### src/rtl/serial_pattern_tx.sv
// Serial pattern transmitter: latches a WIDTH-bit pattern and shifts it out MSB-first on x,
// one bit per enabled tick, with optional back-to-back repeats. Optional feature: PARITY_EN.
module serial_pattern_tx #(
  parameter int WIDTH = 8,
  parameter int CNT_W = 4
) (
  input  logic             clk,
  input  logic             reset,
  input  logic             clk_en,
  input  logic             start,
  input  logic [WIDTH-1:0] pattern,
  input  logic [CNT_W-1:0] repeat_cnt,
  output logic             x,
  output logic             frame,
  output logic             busy,
  output logic             done,
  output logic [1:0]       dbg_state
);

  // Handshake: start is a request taken only on an enabled edge while idle; busy is the
  // acknowledgement, high from acceptance through the last bit; done pulses once at the end.

`ifdef PARITY_EN
  localparam int FRAME_LEN = WIDTH + 1;
`else
  localparam int FRAME_LEN = WIDTH;
`endif
  localparam int BCW = $clog2(WIDTH + 1);

  typedef enum logic [1:0] {
    S_IDLE  = 2'd0,
    S_SHIFT = 2'd1,
    S_DONE  = 2'd2
  } state_t;

  state_t           state_q, state_d;
  // shreg holds the bits still to be sent after the one currently on x
  logic [WIDTH-2:0] shreg_q, shreg_d;
  logic [WIDTH-1:0] pat_q, pat_d;
  logic [CNT_W-1:0] reps_q, reps_d;
  logic [BCW-1:0]   bitcnt_q, bitcnt_d;
  logic             x_q, x_d;
  logic             frame_q, frame_d;
  logic             busy_q, busy_d;
  logic             done_q, done_d;
`ifdef PARITY_EN
  logic             par_q, par_d;
`endif

  logic last_bit;
  assign last_bit = (bitcnt_q == BCW'(FRAME_LEN - 1));

  // State and datapath registers
  always_ff @(posedge clk or negedge reset) begin
    if (!reset) begin
      state_q  <= S_IDLE;
      shreg_q  <= '0;
      pat_q    <= '0;
      reps_q   <= '0;
      bitcnt_q <= '0;
      x_q      <= 1'b0;
      frame_q  <= 1'b0;
      busy_q   <= 1'b0;
      done_q   <= 1'b0;
`ifdef PARITY_EN
      par_q    <= 1'b0;
`endif
    end else begin
      state_q  <= state_d;
      shreg_q  <= shreg_d;
      pat_q    <= pat_d;
      reps_q   <= reps_d;
      bitcnt_q <= bitcnt_d;
      x_q      <= x_d;
      frame_q  <= frame_d;
      busy_q   <= busy_d;
      done_q   <= done_d;
`ifdef PARITY_EN
      par_q    <= par_d;
`endif
    end
  end

  // Next-state logic; DONE always exits on the next clk edge, independent of clk_en
  always_comb begin
    state_d = state_q;
    case (state_q)
      S_IDLE:  if (clk_en && start) state_d = S_SHIFT;
      S_SHIFT: if (clk_en && last_bit && (reps_q == '0)) state_d = S_DONE;
      S_DONE:  state_d = S_IDLE;
      default: state_d = S_IDLE;
    endcase
  end

  // Next datapath values
  always_comb begin
    shreg_d  = shreg_q;
    pat_d    = pat_q;
    reps_d   = reps_q;
    bitcnt_d = bitcnt_q;
    x_d      = x_q;
    frame_d  = frame_q;
    busy_d   = busy_q;
    done_d   = 1'b0;
`ifdef PARITY_EN
    par_d    = par_q;
`endif
    case (state_q)
      S_IDLE: begin
        if (clk_en && start) begin
          shreg_d  = pattern[WIDTH-2:0];
          pat_d    = pattern;
          reps_d   = repeat_cnt;
          bitcnt_d = '0;
          x_d      = pattern[WIDTH-1];
          frame_d  = 1'b1;
          busy_d   = 1'b1;
`ifdef PARITY_EN
          par_d    = ^pattern;
`endif
        end
      end
      S_SHIFT: begin
        if (clk_en) begin
          if (last_bit) begin
            if (reps_q != '0) begin
              // Next frame follows with no gap, from the latched copy
              shreg_d  = pat_q[WIDTH-2:0];
              reps_d   = reps_q - 1'b1;
              bitcnt_d = '0;
              x_d      = pat_q[WIDTH-1];
            end else begin
              x_d      = 1'b0;
              frame_d  = 1'b0;
              busy_d   = 1'b0;
              done_d   = 1'b1;
            end
          end else begin
            bitcnt_d = bitcnt_q + 1'b1;
            shreg_d  = shreg_q << 1;
            x_d      = shreg_q[WIDTH-2];
`ifdef PARITY_EN
            if (bitcnt_q == BCW'(WIDTH - 1)) x_d = par_q;
`endif
          end
        end
      end
      default: ;
    endcase
  end

  // Outputs
  always_comb begin
    x         = x_q;
    frame     = frame_q;
    busy      = busy_q;
    done      = done_q;
    dbg_state = state_q;
  end

endmodule

### config.mk
export PLATFORM = sky130hd
export DESIGN_NAME = serial_pattern_tx
export DESIGN_NICKNAME = d
export VERILOG_FILES = /design/src/rtl/serial_pattern_tx.sv
export SDC_FILE = /design/constraint.sdc
export NUM_CORES = 1
export LEC_CHECK = 0
export ABC_AREA = 1
export CAP_MARGIN = 20
export CORE_MARGIN = 8
export CORE_UTILIZATION = 48
export DETAILED_ROUTE_END_ITERATION = 8
export PLACE_DENSITY = 0.74
export SYNTH_ARGS = -nofsm -noshare
export SYNTH_HDL_FRONTEND = slang
export SYNTH_SLANG_ARGS = --single-unit
### constraint.sdc
create_clock -name clk -period 1.4 [get_ports clk]
set_clock_uncertainty 0.15 [all_clocks]
set_input_delay 0.14 -clock clk [delete_from_list [all_inputs] [get_ports clk]]
set_output_delay 0.14 -clock clk [all_outputs]
set_load 0.02 [all_outputs]
### Word-level counts from Yosys, hierarchy flattened

Index checks and enable logic that the tools add are counted.

* flip-flop bits (word level): 28
* input port bits: 16
* output and inout bits: 6
* logic and storage cells: 64

* add/subtract/negate cells: 2
* reductions and logical operators: 13
* mux-type cells: 32
* equality and inequality tests: 9

Operators by type and width (count)
* 2-to-1 mux 4 bit: 8
* 2-to-1 mux 7 bit: 4
* case mux 4 bit (2 select lines): 2
* case mux 7 bit (2 select lines): 1
* 2-to-1 mux 1 bit: 12
* inequality test 2 bit, second input constant: 6
* AND reduction 5 bit: 2
* adder 4 x 1 -> 4 bit, second input constant: 1
* equality test 4 x 3 -> 1 bit, second input constant: 1
* zero test 4 bit: 1
* 2-to-1 mux 2 bit: 2
* case mux 1 bit (2 select lines): 2
* case mux 2 bit (2 select lines): 1
* AND reduction 2 bit: 2
* AND reduction 4 bit: 1
* nonzero test 4 bit: 1
* subtractor 4 x 1 -> 4 bit, second input constant: 1
* logical AND 1 bit: 3
* inequality test 3 bit, second input constant: 1
* AND reduction 3 bit: 1
* equality test 2 x 1 -> 1 bit, second input constant: 1
* zero test 2 bit: 1
* nonzero test 2 bit: 1

### Depth between registers and ports, before layout

* depth after elaboration: 5
* depth in mapped cells: 9
* gate-level depth less buffers: 9

### Worst setup path after synthesis

OpenSTA, ideal clock, no wires.

* path type: flip-flop to flip-flop
* from: register reps_q[0]
* to: register bitcnt_q[2]
* path slack: -99 ps
* path buffers: 1
* clock period less this slack: 1499 ps
* required time: 1129 ps
* data arrival time: 1229 ps
* stages on the path, launching flop included: 9
* cell sequence: dfrtp_1 inv_1 ha_1 nand2_1 nor2_1 nand3_2 nand2_4 buf_8 o21ai_1

* longest elaborated chain between the ends: 3

Ends and longest elaborated chain
* from (decl): line 40 `logic [CNT_W-1:0] reps_q, reps_d;`
* from (signal assigned): line 72 `reps_q <= reps_d;`
* nonzero test 4 bit: line 126 `if (reps_q != '0) begin`
* inequality test 3 bit (no line)
* AND reduction 4 bit (no line)
* to (signal assigned): line 73 `bitcnt_q <= bitcnt_d;`
* to (decl): line 41 `logic [BCW-1:0] bitcnt_q, bitcnt_d;`

Every way passes these cells.
A chain may end at the register's enable or synchronous reset.

### Worst setup path in the final report

* from: register bitcnt_q[1]
* to: register bitcnt_q[3]

* longest elaborated chain between the ends: 4

Ends and longest elaborated chain
* adder 4 x 1 -> 4 bit or equality test 4 x 3 -> 1 bit (tied branches): line 139, 51
* 2-to-1 mux 4 bit: line 125 `if (last_bit) begin`
* 2-to-1 mux 4 bit: line 124 `if (clk_en) begin`
* case mux 4 bit (2 select lines): line 108 `case (state_q)`

Parallel ways exist; a longest one is shown, timed or not. The select of a mux whose other input is x is not followed.

==> results_dict.tcl <==
set metrics [dict create \
    port_buffers 21 \
    cp.arrival_ps 1610 \
    seqCellArea_um2 703 \
    setup_ws_ps -97.0 \
    synth_area_mm2 0.00154 \
    ys_ff_latch 28 \
    multiInputGateArea_um2 754 \
    cp-end-kind "flip-flop" \
    crit_chain "ha_2 -> buf_4 -> nand3_4 -> buf_6 -> nand4_1 -> o21ai_2" \
    rsz0062_at_grt "yes" \
    initial_core_util 0.505 \
    gp_congestion 0.818 \
    synth-simple-area-share 0.364 \
    cp_slowest_cell "dfrtp_1" \
    slew_headroom 0.768 \
    chipWidth_um 72.6 \
    fmax_ghz 0.668 \
    grt_max_degree 29 \
    area_growth_pct 40.5 \
    slowest_delay_ps 420 \
    ant_nets 0 \
    drive_gt1_frac 0.276 \
    synth_compound_area_frac 0.0585 \
    hold_path.class "primary input to flip-flop" \
    synth_top_family_by_area "simple AND/OR/NAND/NOR gates" \
    synth-edff-count 0 \
    synth_area_leaders "dfrtp_1 45%, nand2_1 19%, inv_1 6.3%" \
    dr.pass1.iters 4 \
    cts_tree "yes" \
    cts_buffers 3 \
    drcViolationCount 0 \
    rows 20 \
    ctsRootBufferMaster "clkbuf_4" \
    die_h_um 72.6 \
    power_density_mw_per_mm2 1840 \
    clk_pin_slew_ps 160 \
    leakagePower_nw 1.13 \
    finalHoldViolations 0 \
    drt-initial-drc-count 74 \
    fin_crit_sh 1.07 \
    yosysSeqAreaShare 0.455 \
    critPathLaunchType "flip-flop" \
    core_mm2 0.00305 \
    dp_cells 291 \
    nets 280 \
    max_slew.worst_pin.slew_ps 346 \
    layoutNonFillerInstCount 305 \
    yosysUniqueCellTypes 24 \
    clock_latency_ps 330 \
    grt_pass1_vias 1456 \
    wire_per_inst_um 11.7 \
    setup-violations-final 19 \
    hpwl_mm 2.48 \
    synthArstFlopShare 1.00 \
    synth_warnings 0 \
    synth_fa_ha_area_frac 0.0162 \
    muxShareOfSynthArea 0 \
    fin_crit_ps 1500 \
    clockBufferDepth 2 \
    outcome "finished with violations" \
    criticalPathCategory "flip-flop to flip-flop" \
    clkSinkCount 28 \
    drv_slew 0 \
    critPathMaxFanout 7 \
    wl_mm 3.57 \
    synth_top_area_frac 0.455 \
    grt_overflow 0 \
    track_usage 0.144 \
    ir_drop_v 0.00102 \
    fin_util 0.709 \
    fp.dieArea_mm2 0.00528 \
    synth-xor-area-share 0 \
    viasPerCell 4.67 \
    fillers 252 \
    drv_cap 0 \
    grt_antenna_before_repair 0 \
    syn_nets 226 \
    synth_top_cell_by_area "dfrtp_1" \
    antenna-diode-count 0 \
    grt_first_pass_wirelength_mm 6.15 \
    synth_cells 208 \
    ios 22 \
    htreeDepth 1 \
    synth_area_per_cell_um2 7.40 \
    violations "setup timing" \
    synth-main-ff-cell "dfrtp_1" \
    crit_required_ps 1510 \
    dr_total_vias 1423 \
]
==> worst paths after layout <==
check / start / cells past startpoint / endpoint / slack [ps]
worst min register to register: shreg_q[2] / 2 / shreg_q[2] / 350
max in group asynchronous: reset / 3 / pat_q[2] / 390
worst min-delay path: pattern[0] / 3 / pat_q[0] / 220
worst max register to register: bitcnt_q[1] / 6 / bitcnt_q[3] / -100
min in group asynchronous: reset / 3 / pat_q[7] / 540
worst max-delay path: bitcnt_q[1] / 6 / bitcnt_q[3] / -100
==> layer usage <==
| layer | vias up | share of wire | wire length, um | GRT usage |
|---|---|---|---|---|
| li1 | 747 | - | - | - |
| met1 | 642 | 0.46 | 1650 | 0.179 |
| met2 | 32 | 0.49 | 1740 | 0.241 |
| met3 | 2 | 0.045 | 162 | 0.0247 |
| met4 | 0 | 0.0053 | 19 | 0.0533 |
| met5 | - | 0 | 0 | 0 |
==> cells by family after synthesis <==
family | after synthesis
AND/OR/NAND/NOR | 124
buffers and inverters | 36
adder cells (fa/ha/maj) | 2
AO/OA/AOI/OAI | 18
flip-flops | 28
==> cell usage in the layout (no fill, tap or decap) <==
master           netlist  final
dfrtp_2                0      2
o21ai_2                0      2
nand3_4                0      2
nor2b_1                1      1
a21oi_1                6      6
nand3_2                2      3
inv_1                 26     22
clkbuf_8               0      1
dlygate4sd3_1          0      1
nand2_2                4      6
nor3_2                 1      1
buf_6                  1      3
clkbuf_4               0      3
nor2_4                 2      4
clkdlybuf4s15_2        0      1
o21ai_0                6      5
nor3_1                 1      1
nand3_1               17     14
nor2_1                13     11
nand2_1               77     76
dlygate4sd2_1          0      3
ha_2                   0      1
inv_2                  4      8
or2_4                  0      1
clkdlybuf4s15_1        0      1
buf_4                  2     26
nand4_1                2      2
or2_2                  2      1
dfrtp_1               28     26
ha_4                   0      1
clkdlybuf4s50_1        0     15
o21ai_1                6      5
clkbuf_2               0      1
buf_12                 0      3
nand2_4                1      1
nand4_2                1      1
==> critical path: cells and delay by family, from the launching register on <==
kind	cells	cell delay [ps]
flip-flops	1	420
buffers and inverters	2	250
AND/OR/NAND/NOR	2	250
adder cells (fa/ha/maj)	1	210
AO/OA/AOI/OAI	1	160
==> state kept, by name, indices dropped and copies added (netlist names) <==
signal     count
shreg_q        7
bitcnt_q       4
pat_q          8
x              1
done           1
dbg_state      2
reps_q         4
busy           1
==> through the flow <==
stage / worst slack [ps] / hold slack [ps] / total power [mW] / instance area, um^2 / setup TNS, ps
final: -97.0 / 215 / 3.98 / 2160 / -1220
after global routing: -189 / 245 / 4.30 / 2160 / -2760
after CTS: -86.8 / 214 / 3.97 / 2150 / -1010
after detailed placement: -125 / 316 / 3.37 / 2000 / -1920
after global placement: -99.8 / 317 / 3.33 / 2000 / -1570
after floorplan: -7.76 / -306 / 2.57 / 1570 / -23.1
==> synthesized netlist by cell type, types with 4 or more instances <==
cell / n
o21ai_0: 6
nand3_1: 17
nor2_1: 13
inv_1: 26
inv_2: 4
nand2_2: 4
o21ai_1: 6
nand2_1: 77
dfrtp_1: 28
a21oi_1: 6
==> layout make-up <==
class | count | area share
Clock buffer | 4 | 0.0168
Inverter | 30 | 0.0521
Multi-Input combinational cell | 145 | 0.349
Sequential cell | 28 | 0.325
Tap cell | 44 | 0.0254
Timing Repair Buffer | 54 | 0.232
==> power by group <==
part	internal, mW	switching, mW
Combinational	1.06	1.16
Sequential	1.14	0.216
Clock	0.159	0.242
==> what timing repair did <==
action	4_1_cts	5_1_grt
gates cloned	1	0
hold endpoints to repair	15	0
setup endpoints to repair	24	26
pin swaps	8	0
hold buffers	1	0
setup buffers	7	1
resized for setup	22	5
Note: power is estimated with default switching activity, not from simulation.
